`src/rtl/regfile_pkg.sv`:
```
// Shared register-file constants and the writeback request record.
package regfile_pkg;

  localparam int REG_ADDR_W = 5;
  localparam int REG_DATA_W = 32;
  localparam int NUM_REGS   = 32;

  // r0 is hardwired to zero; writes to it are consumed but never reach the file.
  localparam logic [REG_ADDR_W-1:0] ZERO_REG = 5'd0;

  // One writeback request: destination register and the value to write.
  typedef struct packed {
    logic [REG_ADDR_W-1:0] addr;
    logic [REG_DATA_W-1:0] data;
  } wb_req_t;

endpackage

```
`src/rtl/rr_arbiter.sv`:
```
// Round-robin arbiter: one-hot grant chosen by scanning from rr_ptr upward with
// wrap-around; the pointer moves past the winner only when a grant is issued.
module rr_arbiter #(
  parameter int N = 3
) (
  input  logic         clk,
  input  logic         rst,
  input  logic         en,
  input  logic [N-1:0] req,
  output logic [N-1:0] gnt,
  output logic [2:0]   gnt_idx,
  output logic         gnt_valid
);

  localparam int PTR_W = $clog2(N);

  logic [PTR_W-1:0] rr_ptr_q;
  logic [PTR_W-1:0] rr_ptr_d;

  // Rotating-priority scan: first requester at or after rr_ptr wins.
  always_comb begin
    // NOTE: every output gets a default before any condition, so no path
    // through this block leaves a value unassigned and no latch is inferred.
    gnt       = '0;
    gnt_idx   = '0;
    gnt_valid = 1'b0;
    if (en) begin
      for (int i = 0; i < N; i++) begin
        if (!gnt_valid && req[(int'(rr_ptr_q) + i) % N]) begin
          gnt_valid                        = 1'b1;
          gnt_idx                          = 3'((int'(rr_ptr_q) + i) % N);
          gnt[(int'(rr_ptr_q) + i) % N]    = 1'b1;
        end
      end
    end
  end

  // Pointer moves to the source just after the winner; otherwise it holds.
  always_comb begin
    rr_ptr_d = rr_ptr_q;
    if (gnt_valid) begin
      rr_ptr_d = (int'(gnt_idx) == N - 1) ? '0 : PTR_W'(int'(gnt_idx) + 1);
    end
  end

  // Pointer register, cleared asynchronously.
  always_ff @(posedge clk or negedge rst) begin
    // NOTE: sequential state uses non-blocking assignment so every flop samples
    // pre-edge values regardless of block evaluation order.
    if (!rst) begin
      rr_ptr_q <= '0;
    end else begin
      rr_ptr_q <= rr_ptr_d;
    end
  end

endmodule

```
`src/rtl/regfile_wb_arbiter.sv`:
```
// Writeback arbiter: shares the register file's single write port among N_SRC
// requesters through a round-robin grant and a one-entry registered stage.
module regfile_wb_arbiter
  import regfile_pkg::*;
#(
  parameter int N_SRC  = 3,
  parameter int DATA_W = REG_DATA_W,
  parameter int ADDR_W = REG_ADDR_W
) (
  input  logic                    clk,
  input  logic                    rst,
  input  logic [N_SRC-1:0]        src_valid,
  input  logic [N_SRC*ADDR_W-1:0] src_addr,
  input  logic [N_SRC*DATA_W-1:0] src_data,
  output logic [N_SRC-1:0]        src_ready,
  input  logic                    hold,
  output logic                    RegWrite,
  output logic [ADDR_W-1:0]       WriteRegister,
  output logic [DATA_W-1:0]       WriteData,
  output logic                    wb_busy,
  output logic [2:0]              grant_src
);

  logic              arb_en;
  logic [N_SRC-1:0]  gnt;
  logic [2:0]        gnt_idx;
  logic              xfer;
  logic [ADDR_W-1:0] sel_addr;
  logic [DATA_W-1:0] sel_data;

  logic              reg_write_q,      reg_write_d;
  logic              wb_busy_q,        wb_busy_d;
  logic [ADDR_W-1:0] write_register_q, write_register_d;
  logic [DATA_W-1:0] write_data_q,     write_data_d;
  logic [2:0]        grant_src_q,      grant_src_d;

  // Grants are suppressed while held and while reset is asserted, so src_ready
  // is zero during reset even though it is purely combinational.
  assign arb_en = ~hold & rst;

  rr_arbiter #(
    .N (N_SRC)
  ) u_arb (
    .clk       (clk),
    .rst       (rst),
    .en        (arb_en),
    .req       (src_valid),
    .gnt       (gnt),
    .gnt_idx   (gnt_idx),
    .gnt_valid (xfer)
  );

  assign src_ready = gnt;

  // One-hot mux of the granted source's address and data.
  always_comb begin
    sel_addr = '0;
    sel_data = '0;
    for (int k = 0; k < N_SRC; k++) begin
      if (gnt[k]) begin
        sel_addr = src_addr[k*ADDR_W +: ADDR_W];
        sel_data = src_data[k*DATA_W +: DATA_W];
      end
    end
  end

  // Output stage next state: load on transfer, otherwise drain; r0 writes are
  // consumed but never raise the write enable.
  always_comb begin
    wb_busy_d        = xfer;
    reg_write_d      = xfer && (sel_addr != ADDR_W'(ZERO_REG));
    write_register_d = write_register_q;
    write_data_d     = write_data_q;
    grant_src_d      = grant_src_q;
    if (xfer) begin
      write_register_d = sel_addr;
      write_data_d     = sel_data;
      grant_src_d      = gnt_idx;
    end
  end

  // Output stage register; reset discards any pending write.
  always_ff @(posedge clk or negedge rst) begin
    if (!rst) begin
      // NOTE: the address/data payload is reset too because it is visible on
      // the register-file port and to bypass logic; control alone is not enough.
      reg_write_q      <= 1'b0;
      wb_busy_q        <= 1'b0;
      write_register_q <= '0;
      write_data_q     <= '0;
      grant_src_q      <= '0;
    end else begin
      reg_write_q      <= reg_write_d;
      wb_busy_q        <= wb_busy_d;
      write_register_q <= write_register_d;
      write_data_q     <= write_data_d;
      grant_src_q      <= grant_src_d;
    end
  end

  assign RegWrite      = reg_write_q;
  assign wb_busy       = wb_busy_q;
  assign WriteRegister = write_register_q;
  assign WriteData     = write_data_q;
  assign grant_src     = grant_src_q;

endmodule

```
`config.mk`:
```
export PLATFORM = sky130hd
export DESIGN_NAME = regfile_wb_arbiter
export DESIGN_NICKNAME = d
export VERILOG_FILES = /design/src/rtl/regfile_pkg.sv /design/src/rtl/rr_arbiter.sv /design/src/rtl/regfile_wb_arbiter.sv
export SDC_FILE = /design/constraint.sdc
export NUM_CORES = 1
export LEC_CHECK = 0
export BUFFER_PORTS_ARGS = -buffer_cell sky130_fd_sc_hd__buf_2
export CELL_PAD_IN_SITES_DETAIL_PLACEMENT = 2
export CELL_PAD_IN_SITES_GLOBAL_PLACEMENT = 2
export CORE_UTILIZATION = 22
export CTS_CLUSTER_DIAMETER = 60
export DETAILED_ROUTE_END_ITERATION = 16
export GPL_TIMING_DRIVEN = 0
export PLACE_DENSITY = 0.79
export SETUP_SLACK_MARGIN = 0.5
export SYNTH_ARGS = -nofsm -noshare
export SYNTH_HDL_FRONTEND = slang
export SYNTH_HIERARCHICAL = 1
export SYNTH_SLANG_ARGS = --single-unit
```
`constraint.sdc`:
```
create_clock -name clk -period 3 [get_ports clk]
set_input_delay 0.45 -clock clk [delete_from_list [all_inputs] [get_ports clk]]
set_output_delay 0.45 -clock clk [all_outputs]
set_load 0.05 [all_outputs]
```
After elaboration in Yosys (flattened, before gate mapping)

Index checks and enable logic that the tools add are counted.

Add/sub/neg operators: 3
Div/mod/pow operators: 3
$lt $le $gt $ge: 6
Equal/unequal tests: 1
Multiplexer cells: 38
Bitwise logic cells: 4
Reductions and logical operators: 9

Operator list:

| cell                                                                          | number |
|---|---|
| 32-bit by 1-bit >= comparator with 1-bit output, second input constant        | 3 |
| 32-bit by 4-bit less-than comparator with 1-bit output, second input constant | 3 |
| 32-bit 2-to-1 mux                                                             | 3 |
| 32-bit by 3-bit remainder unit with 32-bit output, second input constant      | 2 |
| 3-bit by 3-bit remainder unit with 32-bit output, second input constant       | 1 |
| 3-bit 2-to-1 mux                                                              | 10 |
| 1-bit 2-to-1 mux                                                              | 15 |
| 5-bit 2-to-1 mux                                                              | 3 |
| 1-bit binary-select mux with 2-bit select                                     | 3 |
| 1-bit demux with 2-bit select                                                 | 3 |
| 1-bit logical AND                                                             | 6 |
| 3-bit OR                                                                      | 2 |
| 5-bit nonzero test                                                            | 1 |
| 2-bit by 1-bit adder with 3-bit output, second input constant                 | 1 |
| 2-bit by 2-bit adder with 3-bit output, second input constant                 | 1 |
| 3-bit equality test, second input constant                                    | 1 |
| 2-bit by 1-bit adder with 2-bit output, second input constant                 | 1 |
| 1-bit zero test                                                               | 2 |
| 2-bit 2-to-1 mux                                                              | 1 |
| 1-bit bitwise AND                                                             | 1 |
| 1-bit NOT                                                                     | 1 |

Bits in registers: 44
Input bits: 117
Output and inout port bits: 45
Logic and storage cells: 70

Depth between registers and ports, before layout

Gate-level depths: netlist of run 1.

Depth after elaboration: 19
Gate-level depth with buffers: 14
Depth with buffers taken out: 11

By module

The synthesis of run 1 kept the hierarchy.

By module, submodules not included:

| module             | times used | cells each | area each (um2) | sequential area each (um2) |
|---|---|---|---|---|
| regfile_wb_arbiter | 1          | 222        | 2257.2          | 1051.0 |
| rr_arbiter         | 1          | 71         | 569.3           | 50.0 |

Worst setup path before layout of run 1

No wires, ideal clock.

Kind: flip-flop to flip-flop
Start: register u_arb.rr_ptr_q[0]
End: register write_data_q[0], in the netlist WriteData[0]
Library setup time: 0.067 ns
Arrival time: 3.934 ns
Data required time: 2.933 ns
Setup slack: -1.001 ns
Cell stages (with the launch flop): 15
Path buffers: 3
Period minus slack after synthesis: 4.001 ns
Cell sequence: dfrtp_1 -> inv_1 -> ha_1 -> buf_6 -> nor4b_1 -> a31oi_1 -> o21ai_1 -> a22oi_1 -> a21boi_0 -> nor2b_1 -> clkbuf_1 -> buf_2 -> a22oi_1 -> o21ai_0 -> mux2_2

Longest elaborated chain between the ends: 17
Elaborated cells on any way between the ends: 50
Those cells by class: 2 x add/sub; 3 x div; 6 x order compare; 30 x mux; 2 x bitwise; 7 x reduce/logical

Ends and longest elaborated chain:

| element                                                                                                    | RTL line                 | text |
|---|---|---|
| start, declared                                                                                            | rr_arbiter.sv:17         | `logic [PTR_W-1:0] rr_ptr_q;` |
| start signal, assigned                                                                                     | rr_arbiter.sv:53         | `rr_ptr_q <= rr_ptr_d;` |
| parallel branches: the longest is 12 deep, another holds 32-bit by 3-bit remainder unit with 32-bit output | --                       |  |
| 3-bit 2-to-1 mux *                                                                                         | rr_arbiter.sv:29         | `if (!gnt_valid && req[(int'(rr_ptr_q) + i) % N]) begin` |
| 3-bit 2-to-1 mux *                                                                                         | rr_arbiter.sv:27         | `if (en) begin` |
| net src_ready[0]                                                                                           | regfile_wb_arbiter.sv:15 | `output logic [N_SRC-1:0] src_ready,` |
| 32-bit 2-to-1 mux * (3 in series)                                                                          | regfile_wb_arbiter.sv:60 | `if (gnt[k]) begin` |
| end signal, assigned                                                                                       | regfile_wb_arbiter.sv:96 | `write_data_q <= write_data_d;` |
| end, declared                                                                                              | regfile_wb_arbiter.sv:34 | `logic [DATA_W-1:0] write_data_q, write_data_d;` |

Mark *: on every way through the listed nets, which the timed path passes. The select of a mux whose other input is x is not followed.
A chain may end at the register's enable or synchronous reset.

Worst setup path after layout of run 1

Start: register u_arb.rr_ptr_q[1]
End: register reg_write_q, in the netlist RegWrite

Longest elaborated chain between the ends: 19
Elaborated cells on any way between the ends: 52
Those cells by class: 2 x add/sub; 3 x div; 6 x order compare; 30 x mux; 2 x bitwise; 9 x reduce/logical

Ends and longest elaborated chain:

| element                                                                                                    | RTL line                 | text |
|---|---|---|
| parallel branches: the longest is 18 deep, another holds 32-bit by 3-bit remainder unit with 32-bit output | --                       |  |
| 1-bit logical AND *                                                                                        | regfile_wb_arbiter.sv:71 | `reg_write_d = xfer && (sel_addr != ADDR_W'(ZERO_REG));` |
| net reg_write_d                                                                                            | regfile_wb_arbiter.sv:31 | `logic reg_write_q, reg_write_d;` |
| end signal, assigned                                                                                       | regfile_wb_arbiter.sv:93 | `reg_write_q <= reg_write_d;` |
| end, declared                                                                                              | regfile_wb_arbiter.sv:31 |  |

Marks and branches as above.

==> impl_metrics.yaml, run 1 <==
outcome:
  run_status: "complete, no violations"
timing:
  setup_viol_count_final: 0
  timing_max_transition_violations_final: 0
  tightestPinTransition_ps: 440
  rsz0062_at_grt: "yes"
  timing.final.crit_share: 0.985
  worst_slack_ps: 45.0
  slew_headroom: 0.707
  max_clock_freq_mhz: 338
  clock_skew_ps: 5.30
  timing_hold_violations_final: 0
  period_minus_slack_ps: 2960
drt:
  via_per_inst: 4.77
  routed_wire_length_per_instance_um: 19.3
  final_antenna_net_count: 0
  number_of_iterations_in_the_first_detailed_routing_pass: 4
  detailroute.via_count: 3189
  route.detailed.drc: 0
  postRouteWirelength_mm: 12.9
  dr.first_iter.drc_count: 53
logic_synthesis:
  synth_cells: 293
  synth_top_cells_by_area: "sky130_fd_sc_hd__dfrtp_1 (39%), sky130_fd_sc_hd__mux2_2 (16%), sky130_fd_sc_hd__a22oi_1 (9.6%)"
  ys_seq_elements: 44
  async_reset_ff_frac: 1.00
  yosys.cell_count.top_type: "sky130_fd_sc_hd__dfrtp_1"
  synth_edf_count: 0
  synth_area_per_cell_um2: 9.65
  synth-seq-area-share: 0.390
  synthDistinctLibCells: 43
  post-synth-top-area-cell: "sky130_fd_sc_hd__dfrtp_1"
  synthesis.yosys.warnings: 6
  synthTopCellsByCount: "sky130_fd_sc_hd__dfrtp_1 (44), sky130_fd_sc_hd__mux2_2 (41), sky130_fd_sc_hd__nand2_1 (38)"
  dominantRegCellSynth: "sky130_fd_sc_hd__dfrtp_1"
  synthesis.area_mm2: 0.00283
  syn-num-nets: 418
  yosys.area.top_type_share: 0.390
clock_tree:
  cts.sink_count: 44
  cts-buffers-inserted: 5
  ctsRootBufferMaster: "sky130_fd_sc_hd__clkbuf_16"
  ctsLongestPathBuffers: 2
  cts_hold_repair.buffers: 0
  clk_pin_slew_ps: 70
  insertion_delay_ps: 290
  cts_tree: "built"
  ctsHtreeMaxLevel: 2
setup_path:
  crit_required_ps: 3180
  timing.critical_path.slowest_cell_delay_ps: 520
  cp_max_fo: 4
  crit_chain: "buf_4 > ha_4 > nor2b_2 > a31oi_1 > o21ai_2 > a22oi_2 > nor2b_4 > buf_6 > buf_12 > buf_4 > a21oi_2 > a21oi_2 > or4_4 > o21a_1"
  setup.worst_path.end_class: "flop"
  regToRegStartpoint: "u_arb/rr_ptr_q[1]"
  critPathTopFamily: "compound AO/OA/AOI/OAI gates"
  critical_path_buf_inv_count: 4
  setup.worst_path.start: "u_arb/rr_ptr_q[1]"
  start_to_end_type_of_the_worst_setup_path: "reg2reg"
  critical_path.startpoint_type: "flop"
  crit_path_top_delay_cell: "sky130_fd_sc_hd__or4_4"
  critPathArrivalTime_ps: 3140
finish:
  area_growth_syn_to_layout_pct: 75.8
  final_net_count: 620
  drive_above_1_share: 0.698
  instances_no_fill: 668
  number_of_filler_instances_in_the_final_layout: 1386
  num_antenna_cells: 0
  final_design_area_no_fill_mm2: 0.00497
power_and_ir_drop:
  leakage_nw: 2.35
  powerDensity_mw_per_mm2: 972
  ir_drop_v: 0.000444
  totalPowerFinal_mw: 4.83
place:
  place_ws_ps: -1010
  detailed_place_hpwl_mm: 8.72
  post_dp_cell_area_mm2: 0.00393
  gp_routability_congestion: 0.746
  placed_cells: 624
  place.port_buffers: 159
global_route:
  groute.layer.met3.usage: 0.0480
  gr-usage-met1: 0.215
  grt_pass1_wl_mm: 19.3
  tot_gr_track_use: 0.193
  grt_start_max_net_pins: 46
  globalRoute.busiestLayer: "met2"
  antenna_found_initial: 0
  grt_pass1_vias: 3573
  global_route.usage.met2: 0.364
  grt_remaining_overflow: 0
floorplanning:
  placementRows: 41
  die_x_um: 115
  die-height_um: 115
  die_outline_area_mm2: 0.0133
  initial_core_util: 0.225
  core-area_mm2: 0.0126
  design.portCount: 162
worst_hold_path:
  hp-class: "in2async"
run:
  max_cap_violations: 0
[routing by layer]
metal / routed length, um / part of all wire
met1: 5080 / 0.39
met4: 167 / 0.013
met2: 6910 / 0.54
met3: 744 / 0.058
met5: 0 / 0
[cell type report]
| cell class | instances | area [um2] | share of cell area |
|---|---|---|---|
| multi-input combinational | 217 | 1960 | 0.395 |
| timing repair buffer | 195 | 1200 | 0.241 |
| sequential | 44 | 1100 | 0.222 |
| buffer | 26 | 284 | 0.0572 |
| tap | 172 | 215 | 0.0433 |
| clock buffer | 6 | 139 | 0.0280 |
| clock inverter | 2 | 38.8 | 0.00781 |
| inverter | 6 | 30.0 | 0.00604 |
[state kept, by name, indices dropped and copies added, names as in the netlist]
name	flops
grant_src	3
u_arb/rr_ptr_q	2
RegWrite	1
wb_busy	1
WriteRegister	5
WriteData	32
[power breakdown]
part | internal, mW | switching [mW] | total [mW]
clock | 0.418 | 0.258 | 0.676
sequential | 0.839 | 0.138 | 0.977
combinational | 1.24 | 1.93 | 3.18
[worst paths after layout]
path | to | slack, ps | depth (start not counted)
min | WriteData[26] | 80 | 1
max reg2reg | RegWrite | 40 | 14
max | RegWrite | 40 | 14
max in group asynchronous | u_arb/rr_ptr_q[1] | 2580 | 1
min reg2reg | WriteData[9] | 510 | 1
min in group clk | WriteData[0] | 500 | 4
[cells in the final DEF, fill, tap and decap left out, types with 2 or more instances in the layout]
cell type,instances
sky130_fd_sc_hd__ha_1,5
sky130_fd_sc_hd__clkbuf_16,6
sky130_fd_sc_hd__nor2b_4,6
sky130_fd_sc_hd__dfrtp_2,2
sky130_fd_sc_hd__a21oi_1,3
sky130_fd_sc_hd__o211ai_1,3
sky130_fd_sc_hd__mux2_4,9
sky130_fd_sc_hd__buf_16,2
sky130_fd_sc_hd__buf_2,155
sky130_fd_sc_hd__inv_4,3
sky130_fd_sc_hd__a21boi_4,2
sky130_fd_sc_hd__buf_8,8
sky130_fd_sc_hd__ha_4,2
sky130_fd_sc_hd__nand2_1,37
sky130_fd_sc_hd__buf_4,24
sky130_fd_sc_hd__buf_6,18
sky130_fd_sc_hd__a22oi_2,35
sky130_fd_sc_hd__clkbuf_2,5
sky130_fd_sc_hd__nor2_1,3
sky130_fd_sc_hd__nand3b_1,4
sky130_fd_sc_hd__clkbuf_4,5
sky130_fd_sc_hd__inv_1,2
sky130_fd_sc_hd__buf_12,3
sky130_fd_sc_hd__mux2_2,32
sky130_fd_sc_hd__nor2b_1,2
sky130_fd_sc_hd__o21ai_1,34
sky130_fd_sc_hd__o21ai_2,2
sky130_fd_sc_hd__a21oi_2,8
sky130_fd_sc_hd__dfrtp_1,42
[stage by stage]
stage | setup TNS, ps | hold slack [ps] | utilization
after floorplan | 0 | 154 | -
after global placement | -31550 | 485 | 0.313
after detailed placement | -35730 | 492 | 0.313
after CTS | 0 | 98.0 | 0.376
after global routing | -122 | 104 | 0.395
final | 0 | 82.8 | 0.395
[what timing repair did]
item / CTS / global route
setup endpoints to repair: 46 / 44
pin swaps: 12 / 17
cloned: 3 / 0
gates resized for setup: 110 / 57
setup buffers: 24 / 9
[cells by family after synthesis]
| logic type | share of synthesized area |
|---|---|
| AND/OR/NAND/NOR | 0.112 |
| adder cells (fa/ha/maj) | 0.0429 |
| XOR/XNOR | 0.00310 |
| AO/OA/AOI/OAI | 0.225 |
| buffers and inverters | 0.0606 |
| multiplexers | 0.167 |
| flip-flops | 0.390 |
(Power assumes the default switching activity.)
==> run 2: changes to the inputs <==
--- a/config.mk
+++ b/config.mk
@@ -12,2 +12,3 @@
 export CTS_CLUSTER_DIAMETER = 60
+export CTS_CLUSTER_SIZE = 12
 export DETAILED_ROUTE_END_ITERATION = 16
==> constraint.sdc (replaced) <==
create_clock -name clk -period 3 [get_ports clk]
set_input_delay 0.15 -clock clk [delete_from_list [all_inputs] [get_ports clk]]
set_output_delay 0.15 -clock clk [all_outputs]
set_load 0.05 [all_outputs]
==> run 2 against run 1 <==
  * Sequential power increased by 1%
  * First-iteration DRC count increased by 15%
  * Global-route usage increased by 0.056 points
  * Total power increased by 2.5%
  * Worst hold slack improved by 120 ps
  * Core utilization increased by 0.82 points
  * Via count increased by 1.2%
  * Final cell count increased by 0.90%
  * Critical path type unchanged
==> impl_metrics.yaml, run 2 (synthesis results as in run 1) <==
outcome:
  run_status: "complete, no violations"
global_route:
  grt_pass1_vias: 3578
  tot_gr_track_use: 0.194
  grt_start_max_net_pins: 46
  antenna_found_initial: 1
  globalRoute.busiestLayer: "met2"
  gr-usage-met1: 0.219
  global_route.usage.met2: 0.363
  groute.layer.met3.usage: 0.0443
  grt_pass1_wl_mm: 19.4
  grt_remaining_overflow: 0
setup_path:
  cp_max_fo: 8
  critPathArrivalTime_ps: 3140
  crit_chain: "inv_4 > ha_4 > buf_8 > and2_4 > a32oi_2 > o22ai_2 > nand2_2 > a21boi_4 > buf_6 > nor2b_4 > a21oi_2 > or4_4 > o21a_1"
  crit_required_ps: 3190
  start_to_end_type_of_the_worst_setup_path: "reg2reg"
  setup.worst_path.end_class: "flop"
  reg2reg_slack_ps: 40
  rr_worst_depth: 13
  regToRegStartpoint: "u_arb/rr_ptr_q[1]"
  crit_path_top_delay_cell: "sky130_fd_sc_hd__or4_4"
  worstReg2RegEnd: "RegWrite"
  timing.critical_path.slowest_cell_delay_ps: 520
  critical_path.startpoint_type: "flop"
timing:
  timing_hold_violations_final: 0
  timing_max_transition_violations_final: 0
  timing.final.crit_share: 0.986
  max_clock_freq_mhz: 338
  clock_skew_ps: 4.14
  rsz0062_at_grt: "yes"
  slew_headroom: 0.738
  setup_viol_count_final: 0
  tightestPinTransition_ps: 392
  final.hold.worst_slack_ps: 200
  period_minus_slack_ps: 2960
power_and_ir_drop:
  powerDensity_mw_per_mm2: 976
  leakage_nw: 2.40
  ir_drop_v: 0.000438
  totalPowerFinal_mw: 4.95
clock_tree:
  cts.sink_count: 44
  ctsLongestPathBuffers: 2
  ctsRootBufferMaster: "sky130_fd_sc_hd__clkbuf_16"
  clk_pin_slew_ps: 70
  insertion_delay_ps: 290
  cts-buffers-inserted: 5
  ctsHtreeMaxLevel: 2
  cts_tree: "built"
drt:
  route.detailed.drc: 0
  via_per_inst: 4.79
  final_antenna_net_count: 0
  detailroute.via_count: 3226
  number_of_iterations_in_the_first_detailed_routing_pass: 4
  routed_wire_length_per_instance_um: 19.9
  dr.first_iter.drc_count: 61
  postRouteWirelength_mm: 13.4
place:
  detailed_place_hpwl_mm: 8.72
  place.port_buffers: 159
  gp_routability_congestion: 0.746
  post_dp_cell_area_mm2: 0.00393
finish:
  mostFrequentLayoutCell: "sky130_fd_sc_hd__buf_2"
  most_frequent_cells_in_the_layout: "sky130_fd_sc_hd__buf_2 (155), sky130_fd_sc_hd__dfrtp_1 (42), sky130_fd_sc_hd__nand2_1 (37)"
  number_of_filler_instances_in_the_final_layout: 1356
  drive_above_1_share: 0.699
  final_net_count: 626
  final_design_area_no_fill_mm2: 0.00507
  largest_register_ff_count: 32
  area_growth_syn_to_layout_pct: 79.4
  num_antenna_cells: 0
floorplanning:
  die-height_um: 115
  core-area_mm2: 0.0126
  die_x_um: 115
  placementRows: 41
  initial_core_util: 0.225
  design.portCount: 162
  die_outline_area_mm2: 0.0133
run:
  max_cap_violations: 0
worst_hold_path:
  hold-path-endpoint: "WriteData[0]"
  hp-class: "in2reg"
  hold_path_depth: 4
  worstHoldStart: "src_data[64]"
[run 2: worst max path at each step]
stage                                 start      endpoint
after global routing      u_arb/rr_ptr_q[1]      RegWrite
final                     u_arb/rr_ptr_q[1]      RegWrite
after CTS                 u_arb/rr_ptr_q[1]      RegWrite
after detailed placement                rst  grant_src[1]
after floorplan           u_arb/rr_ptr_q[0]      RegWrite
after global placement                  rst  WriteData[4]
[run 2: metrics by stage]
step | instances | setup TNS [ps] | utilization | setup slack, ps
6_report | 674 | 0 | 0.403 | 42.9
3_5_place_dp | 624 | -23410 | 0.313 | -706
4_1_cts | 659 | 0 | 0.376 | 112
5_1_grt | 674 | -50.1 | 0.403 | -50.1
2_1_floorplan | 293 | 0 | - | 73.3
3_3_place_gp | 624 | -19340 | 0.313 | -569
[run 2: area by class of cell]
cell class              instances  area (um2)  area share
plain buffers                  26         282      0.0555
clock buffers                   6         139      0.0274
clock inverters                 2        38.8     0.00765
inverters                       6        30.0     0.00592
multi-input cells             217        1980       0.391
flip-flops and latches         44        1100       0.218
well taps                     172         215      0.0424
repair buffers                201        1280       0.252
[run 2: critical path: cells and delay by family (launching register included)]
family,cells,cell delay [ps]
and+or+nand+nor,4,940
AOI/OAI and AO/OA,5,810
DFF,1,460
buffers and inverters,3,380
adders and majority gates,1,270
[run 2: repair_timing]
| item | 4_1_cts | 5_1_grt |
|---|---|---|
| setup endpoints to repair | 44 | 44 |
| pin swaps | 14 | 20 |
| endpoints found under the hold margin | 44 | 44 |
| buffers inserted | 24 | 12 |
| gates resized for setup | 108 | 62 |
| gates cloned | 3 | 1 |
[run 2: per-layer routing]
| layer | vias up | wire length (um) |
|---|---|---|
| met5 | - | 0 |
| met4 | 0 | 197 |
| met1 | 1608 | 5340 |
| li1 | 1480 | - |
| met3 | 17 | 768 |
| met2 | 121 | 7090 |
[run 2: power by group]
group	switching, mW	internal (mW)	leakage (nW)
clock network	0.255	0.418	0.0871
registers	0.148	0.839	0.594
logic	1.97	1.32	1.72
total	2.37	2.58	2.40
